===== config.mk =====
export PLATFORM = sky130hd
export DESIGN_NAME = key_bcd_counter
export DESIGN_NICKNAME = d
export VERILOG_FILES = /design/src/rtl/key_bcd_counter.sv
export SDC_FILE = /design/constraint.sdc
export NUM_CORES = 1
export LEC_CHECK = 0
export ABC_AREA = 0
export CORE_AREA = 2 2 124 126
export CTS_CLUSTER_SIZE = 30
export DETAILED_ROUTE_END_ITERATION = 10
export DIE_AREA = 0 0 126 128
export SYNTH_ARGS = -nofsm -noshare
export SYNTH_HDL_FRONTEND = slang
export SYNTH_SLANG_ARGS = --single-unit

===== constraint.sdc =====
create_clock -name clk -period 4.1 [get_ports clk]
set_input_delay 0.82 -clock clk [delete_from_list [all_inputs] [get_ports clk]]
set_output_delay 0.82 -clock clk [all_outputs]
set_load 0.03 [all_outputs]

===== src/rtl/key_bcd_counter.sv =====
`default_nettype none
// ============================================================================
// Module      : key_bcd_counter
// Description : Debounced push-key BCD counter. Each key adds or subtracts a
//               power of ten to a packed multi-digit BCD value, with optional
//               auto-repeat while a key is held.
// Revision    : 1.0 - initial release
// ============================================================================
module key_bcd_counter #(
    parameter int DIGITS       = 6,
    parameter int KEYS         = 4,
    parameter int SAMPLE_DIV   = 2500000,
    parameter int REPEAT_TICKS = 0
) (
    input  logic                  clk,
    input  logic                  rst_n,
    input  logic [KEYS-1:0]       key,
    input  logic                  dir,
    input  logic                  clr,
    output logic [4*DIGITS-1:0]   num,
    output logic                  en,
    output logic                  upd,
    output logic                  ovf
);

    localparam int               DIV_W      = 24;
    localparam logic [DIV_W-1:0] DIV_RELOAD = DIV_W'(SAMPLE_DIV - 1);

    logic [DIV_W-1:0]    div_cnt;
    logic                tick;
    logic [KEYS-1:0]     key_meta;
    logic [KEYS-1:0]     key_sync;
    logic [KEYS-1:0]     key_samp;
    logic [KEYS-1:0]     key_deb;
    logic [KEYS-1:0]     deb_nx;
    logic [KEYS-1:0]     press_ev;
    logic [KEYS-1:0]     rpt_ev;
    logic [KEYS-1:0]     key_ev;
    logic                any_ev;
    logic [3:0]          sel_digit;
    logic [4*DIGITS-1:0] num_nx;
    logic                wrap;
    logic                carry;
    logic                cin;
    logic [3:0]          dig;
    logic [3:0]          dig_nx;

    // Sample-tick divider: counts down and reloads, tick is the zero cycle.
    always_ff @(posedge clk or negedge rst_n) begin
        if (!rst_n) begin
            div_cnt <= DIV_RELOAD;
        end else if (div_cnt == '0) begin
            div_cnt <= DIV_RELOAD;
        end else begin
            div_cnt <= div_cnt - 1'b1;
        end
    end

    assign tick = (div_cnt == '0);

    // Two-flop synchroniser; resets to the released (high) level.
    always_ff @(posedge clk or negedge rst_n) begin
        if (!rst_n) begin
            key_meta <= '1;
            key_sync <= '1;
        end else begin
            key_meta <= key;
            key_sync <= key_meta;
        end
    end

    // Debounce decision: two equal consecutive tick samples flip the state.
    always_comb begin
        deb_nx = key_deb;
        for (int k = 0; k < KEYS; k++) begin
            if (!key_sync[k] && !key_samp[k]) begin
                deb_nx[k] = 1'b1;
            end else if (key_sync[k] && key_samp[k]) begin
                deb_nx[k] = 1'b0;
            end
        end
    end

    // Debounce state and previous-tick sample, advanced only on ticks.
    always_ff @(posedge clk or negedge rst_n) begin
        if (!rst_n) begin
            key_samp <= '1;
            key_deb  <= '0;
        end else if (tick) begin
            key_samp <= key_sync;
            key_deb  <= deb_nx;
        end
    end

    assign press_ev = {KEYS{tick}} & ~key_deb & deb_nx;

    if (REPEAT_TICKS > 0) begin : g_repeat
        localparam int            RW       = $clog2(REPEAT_TICKS + 1);
        localparam logic [RW-1:0] RPT_LAST = RW'(REPEAT_TICKS - 1);

        for (genvar k = 0; k < KEYS; k++) begin : g_key
            logic [RW-1:0] rpt_cnt;
            logic          held;

            // A key counts as held only if it stays pressed through this tick.
            assign held = key_deb[k] & deb_nx[k];

            // Ticks since the last press or repeat event of this key.
            always_ff @(posedge clk or negedge rst_n) begin
                if (!rst_n) begin
                    rpt_cnt <= '0;
                end else if (tick) begin
                    if (!held || (rpt_cnt == RPT_LAST)) begin
                        rpt_cnt <= '0;
                    end else begin
                        rpt_cnt <= rpt_cnt + 1'b1;
                    end
                end
            end

            assign rpt_ev[k] = tick & held & (rpt_cnt == RPT_LAST);
        end
    end else begin : g_no_repeat
        assign rpt_ev = '0;
    end

    assign key_ev = press_ev | rpt_ev;

    // Lowest-index key wins when several fire on the same tick.
    always_comb begin
        any_ev    = 1'b0;
        sel_digit = '0;
        for (int k = KEYS - 1; k >= 0; k--) begin
            if (key_ev[k]) begin
                any_ev    = 1'b1;
                sel_digit = 4'(k);
            end
        end
    end

    // BCD add/subtract of 10^sel_digit with ripple carry/borrow over all digits.
    always_comb begin
        num_nx = num;
        carry  = 1'b0;
        cin    = 1'b0;
        dig    = '0;
        dig_nx = '0;
        for (int d = 0; d < DIGITS; d++) begin
            dig    = num[4*d +: 4];
            cin    = carry | (4'(d) == sel_digit);
            dig_nx = dig;
            carry  = 1'b0;
            if (cin) begin
                if (!dir) begin
                    if (dig >= 4'd9) begin
                        dig_nx = 4'd0;
                        carry  = 1'b1;
                    end else begin
                        dig_nx = dig + 4'd1;
                    end
                end else begin
                    if (dig == 4'd0) begin
                        dig_nx = 4'd9;
                        carry  = 1'b1;
                    end else begin
                        dig_nx = dig - 4'd1;
                    end
                end
            end
            num_nx[4*d +: 4] = dig_nx;
        end
        wrap = carry;
    end

    // Counter value and status pulses; clear overrides any same-cycle event.
    always_ff @(posedge clk or negedge rst_n) begin
        if (!rst_n) begin
            num <= '0;
            upd <= 1'b0;
            ovf <= 1'b0;
        end else begin
            upd <= 1'b0;
            ovf <= 1'b0;
            if (clr) begin
                num <= '0;
                upd <= 1'b1;
            end else if (any_ev) begin
                num <= num_nx;
                upd <= 1'b1;
                ovf <= wrap;
            end
        end
    end

    // Display enable latches on the first sample tick.
    always_ff @(posedge clk or negedge rst_n) begin
        if (!rst_n) begin
            en <= 1'b0;
        end else if (tick) begin
            en <= 1'b1;
        end
    end

endmodule
`default_nettype wire


-- Yosys cells after proc, flatten, opt, wreduce, memory -nomap -nowiden
Cells that the tools add are included.
- flip-flop bits (word level): 67
- input port bits: 8
- output and inout bits: 27
- logic and storage cells: 154
- $add $sub $neg: 13
- $lt $le $gt $ge: 6
- eq/ne operators: 5
- mux-type cells: 71
- bitwise gates (word level): 8
- reductions and logical operators: 37
- operator list (cell ; number):
    $mux 4 ; 27
    $mux 24 ; 3
    $mux 1 ; 40
    $logic_not 4->1 ; 7
    $add 4x1->4 const B ; 6
    $ge 4x4->1 const B ; 6
    $logic_not 24->1 ; 1
    $sub 24x1->24 const B ; 1
    $sub 4x1->4 const B ; 6
    $reduce_bool 2->1 ; 7
    $reduce_and 2->1 ; 6
    $and 4x4->4 ; 2
    $eq 2x4->1 const A ; 2
    $eq 3x4->1 const A ; 2
    $logic_and 1x1->1 ; 8
    $logic_not 1->1 ; 8
    $or 1x1->1 ; 5
    $eq 1x4->1 const A ; 1
    $not 4->4 ; 1
    $mux 2 ; 1

-- Longest topological paths before layout
- word-level depth: 22
- depth in mapped cells: 9
- depth with buffers taken out: 8

-- Worst setup path before layout
OpenSTA, ideal clock, no wires.
- path type: register to register
- start: reg num[0]
- end: reg num[20]
- setup time: 0.079 ns
- arrival: 2.722 ns
- data required time: 4.021 ns
- slack: 1.300 ns
- cell stages (with the launch flop): 9
- buffers on the path: 0
- clock period less this slack: 2.800 ns
- path through: dfrtp_1 > inv_1 > ha_1 > nor3b_1 > o211a_1 > or4_1 > and2_1 > or4b_1 > o2bb2ai_1
- word-level cells in the longest chain between the ends: 15
- elaborated cells between the ends (all ways): 17
- classes of those cells: order compare: 1; mux: 8; bitwise: 5; reduce/logical: 3
- ends and longest elaborated chain (element ; line ; text):
    from (decl) ; 20 ; output logic [4*DIGITS-1:0] num,
    from (signal assigned) ; 188 ; num <= num_nx;
    $ge 4x4->1 / $logic_not 4->1 (equally long branches) ; 155, 162 ;
    $mux 1, on equally long branches ; 155, 162 ;
    $mux 1 * ; 154 ; if (!dir) begin
    $mux 1 * ; 153 ; if (cin) begin
    $or 1x1->1 * ; 150 ; cin = carry | (4'(d) == sel_digit);
    $mux 1 * ; 153 ;
    $or 1x1->1 * ; 150 ;
    $mux 1 * ; 153 ;
    $or 1x1->1 * ; 150 ;
    $mux 1 * ; 153 ;
    $or 1x1->1 * ; 150 ;
    $mux 1 * ; 153 ;
    $or 1x1->1 * ; 150 ;
    $reduce_bool 2->1 (no source line) * ; - ;
    $reduce_and 2->1 (no source line) * ; - ;
Every way passes the cells marked *; elsewhere a longest branch is shown, timed or not.
A chain may end at the register's enable or synchronous reset.

-- Worst setup path after layout
- start: in dir
- end: reg num[16]
- word-level cells in the longest chain between the ends: 11
- elaborated cells between the ends (all ways): 18
- classes of those cells: mux: 12; bitwise: 4; reduce/logical: 2
- ends and longest elaborated chain (element ; line ; text):
    from (decl) ; 18 ; input logic dir,
    $mux 1 ; 154 ;
    $mux 1 ; 153 ;
    $or 1x1->1 ; 150 ;
    $mux 1 ; 153 ;
    $or 1x1->1 ; 150 ;
    $mux 1 ; 153 ;
    $or 1x1->1 ; 150 ;
    $mux 1 ; 153 ;
    $or 1x1->1 ; 150 ;
    $reduce_bool 2->1 (no source line) ; - ;
    $reduce_and 2->1 (no source line) ; - ;
Several ways; a longest one is shown, not always the timed one. The select of a mux whose other input is x is not followed.

==> key figures <==
Power and ir drop
  • Total power: 1.430 mW
  • Peak supply drop: between 0.15 and 0.2 mV
  • PwrDens: 293.0 nW/um^2
  • Leakage power: 1.914 nW

Drt
  • Drt first pass iters: 4
  • Post-DRT Antenna Nets: 0
  • Drt initial violations: between 200 and 250
  • DR vias/cell: around 5
  • Final wirelength: 9432 um
  • DR WL/cell: 14.01 um
  • DRC viols: 0
  • Via count: around 3400

Yosys
  • Area leader, netlist: dfrtp_1
  • Synth cell types: 62
  • Syn nets: between 400 and 500
  • Post-synthesis cell count: 450
  • Synth Area per Inst: 9.067 um^2
  • Fraction of registers with async set/reset: 100.0%
  • Ys Warns: 0
  • Main synth FF type: dfrtp_1
  • Sequential share of the synthesized area: a little over two fifths
  • Synthesized flop and latch total: 67
  • Area contributors post-synth: dfrtp_1 26%, dfstp_2 15%, ha_1 6.4%
  • Synth top area share: 26.37%
  • Mapped Area: 4080 um^2
  • Post-synth EDFFs: 0

Die
  • Die height: 128 um
  • Row count: 45
  • Core ar.: 14860 um^2
  • Die footprint: 16130 um^2
  • Initial Utilization: a little over a quarter
  • DIE WIDTH: 126 um
  • Io pins: 35

Timing
  • Final setup viols: 0
  • Slew @ Worst Pin: 0.9984 ns
  • Post-layout min period: ~3.1 ns
  • Min Hold Slack: 0.3560 ns
  • Clock Skews: approximately 0.0064 ns
  • Period Utilization, post-route: 76.01%
  • Slew margin rel.: roughly a third
  • Fin. max-slew vios: 0
  • Final WS setup: 0.9834 ns
  • Final hold violations: 0
  • RSZ-0062 raised after global routing: no
  • FMAX: 320.9 MHz
  • Setup TNS: 0 ns

Layout
  • Final #Nets: a little over 500
  • Util after Layout: 32.84%
  • Share of cells above drive strength 1: 13.20%
  • Fin cells: 673
  • Post-route cell area: a little under 5000 um^2
  • P&R area growth vs syn: 19.63%
  • Diode count: 0

Place
  • Dpl ws: 0.6419 ns
  • Routability cong.: between 0.8 and 0.9
  • Dpl cell area: 4611 um^2
  • DPL Wire Length: 6621 um
  • Port bufs: 34
  • Placed Cells incl. Taps: between 600 and 700

Clock tree
  • Post-CTS sizing: 0
  • Skew-Pair Late Insertion Delay: 0.34 ns
  • H-tree Lvls: 3
  • Setup bufs post-CTS: 0
  • CTS tree: done
  • Clock Sinks: 67
  • Num CTS Buffers: 9
  • # hold bufs at CTS: 0
  • Clock slew at reported path FFs: 0.05 ns
  • CTS root buffer: clkbuf_16
  • Clock buffer depth: 2

Critical path
  • R2R Setup Slk: 1.18 ns
  • Crit. End Element: flop
  • Crit path launch: dir
  • RR Endpoint: num[16]
  • Worst R2R Start: num[0]
  • Setup CP Type: in2reg
  • Arrival @ worst endpoint: between 3 and 4 ns
  • R2r worst-path depth: 8
  • Peak fanout along the critical path: 30
  • Setup crit start kind: input pin
  • Req. time, crit path: 4.35 ns
  • Crit path capture: num[16]

Flow run
  • Max-cap violations: 0

Status
  • Status: complete, no violations

GRT
  • Total GRT Usage: 12.48%
  • Largest net degree at the start of global routing: 41
  • First-pass GRT wire length: 16350 um
  • Initial antenna violation count: 0
  • Number of global-route vias before repair: 3357
  • Grt total ovfl: 0

Hold path
  • Hold Path Class: reg2reg
worst max-delay path, cell delays in order:
cell and delay (ns):
clkdlybuf4s50_1 0.46, buf_4 0.29, nand4bb_1 0.17, o211a_1 0.18, or4_1 0.53, and2_1 0.18
or4b_4 0.54, o2bb2ai_1 0.18
flip-flops by register name, summed over array words and instances (netlist names):
register	count
ovf	1
en	1
key_sync	4
upd	1
div_cnt	24
num	24
key_deb	4
key_meta	4
key_samp	4
cell usage after synthesis (4+ instances only):
| cell type | count |
|---|---|
| nand2b_1 | 8 |
| xor2_1 | 5 |
| dfrtp_1 | 43 |
| xnor2_1 | 12 |
| o2bb2ai_1 | 10 |
| a21oi_1 | 21 |
| ha_1 | 21 |
| mux2i_1 | 4 |
| nor2b_1 | 6 |
| nand3_1 | 9 |
| or3_1 | 10 |
| inv_1 | 23 |
| nor3b_1 | 6 |
| o21ai_0 | 33 |
| nor2_1 | 56 |
| clkbuf_1 | 15 |
| dfstp_2 | 24 |
| mux4_2 | 4 |
| nor4_1 | 6 |
| a31oi_1 | 4 |
| nand2_1 | 44 |
| nor3_1 | 20 |
cells by family after synthesis:
family	count (synthesis)	synth area share (%)
AND/OR/NAND/NOR	189	23.92
AO/OA/AOI/OAI	105	16.96
flip-flops	67	41.83
buffers and inverters	43	4.017
adder cells (fa/ha/maj)	21	6.440
XOR/XNOR	17	3.649
multiplexers	8	3.189
per-layer routing:
layer	vias to the layer above	global-route usage (%)	routed length [um]	share of wire, %
li1	1668	-	-	-
met1	1643	14.81	4158	44
met2	50	21.70	4753	50
met3	16	2.629	317	3.4
met4	0	5.753	203	2.2
met5	-	0	0	0
final cells by class:
| type | instances | area, um^2 |
|---|---|---|
| Tap cell | 188 | 235.2 |
| Multi-Input combinational cell | 340 | 2210 |
| Sequential cell | 67 | 1707 |
| Timing Repair Buffer | 39 | 372.9 |
| Inverter | 23 | 86.33 |
| Clock inverter | 6 | 41.29 |
| Fill cell | 1560 | 9983 |
| Clock buffer | 10 | 229.0 |
worst min path at each step:
stage	from	to	slack, ns	cells after the start
after floorplan	key_meta[0]	key_sync[0]	0.35	0
after global placement	key_meta[3]	key_sync[3]	0.35	0
after detailed placement	key_meta[1]	key_sync[1]	0.35	0
after CTS	key_meta[1]	key_sync[1]	0.36	0
after global routing	key_meta[1]	key_sync[1]	0.36	0
final	key_meta[2]	key_sync[2]	0.36	0
power breakdown:
group	switching, mW	internal (mW)	leakage (nW)
clock	0.302	0.409	0.125
sequential	0.00237	0.670	0.813
combinational	0.0317	0.0154	0.976
total	0.336	1.09	1.91
layout by cell type, fill, tap and decap left out, types with 9 or more instances in the layout:
| master | count |
|---|---|
| a21oi_1 | 21 |
| clkbuf_16 | 9 |
| clkdlybuf4s50_1 | 33 |
| dfrtp_1 | 43 |
| dfstp_2 | 24 |
| ha_1 | 21 |
| inv_1 | 23 |
| nand2_1 | 44 |
| nand3_1 | 9 |
| nor2_1 | 56 |
| nor3_1 | 20 |
| o21ai_0 | 33 |
| o2bb2ai_1 | 10 |
| or3_1 | 10 |
| xnor2_1 | 12 |
Power figures use the tool's default switching activity.
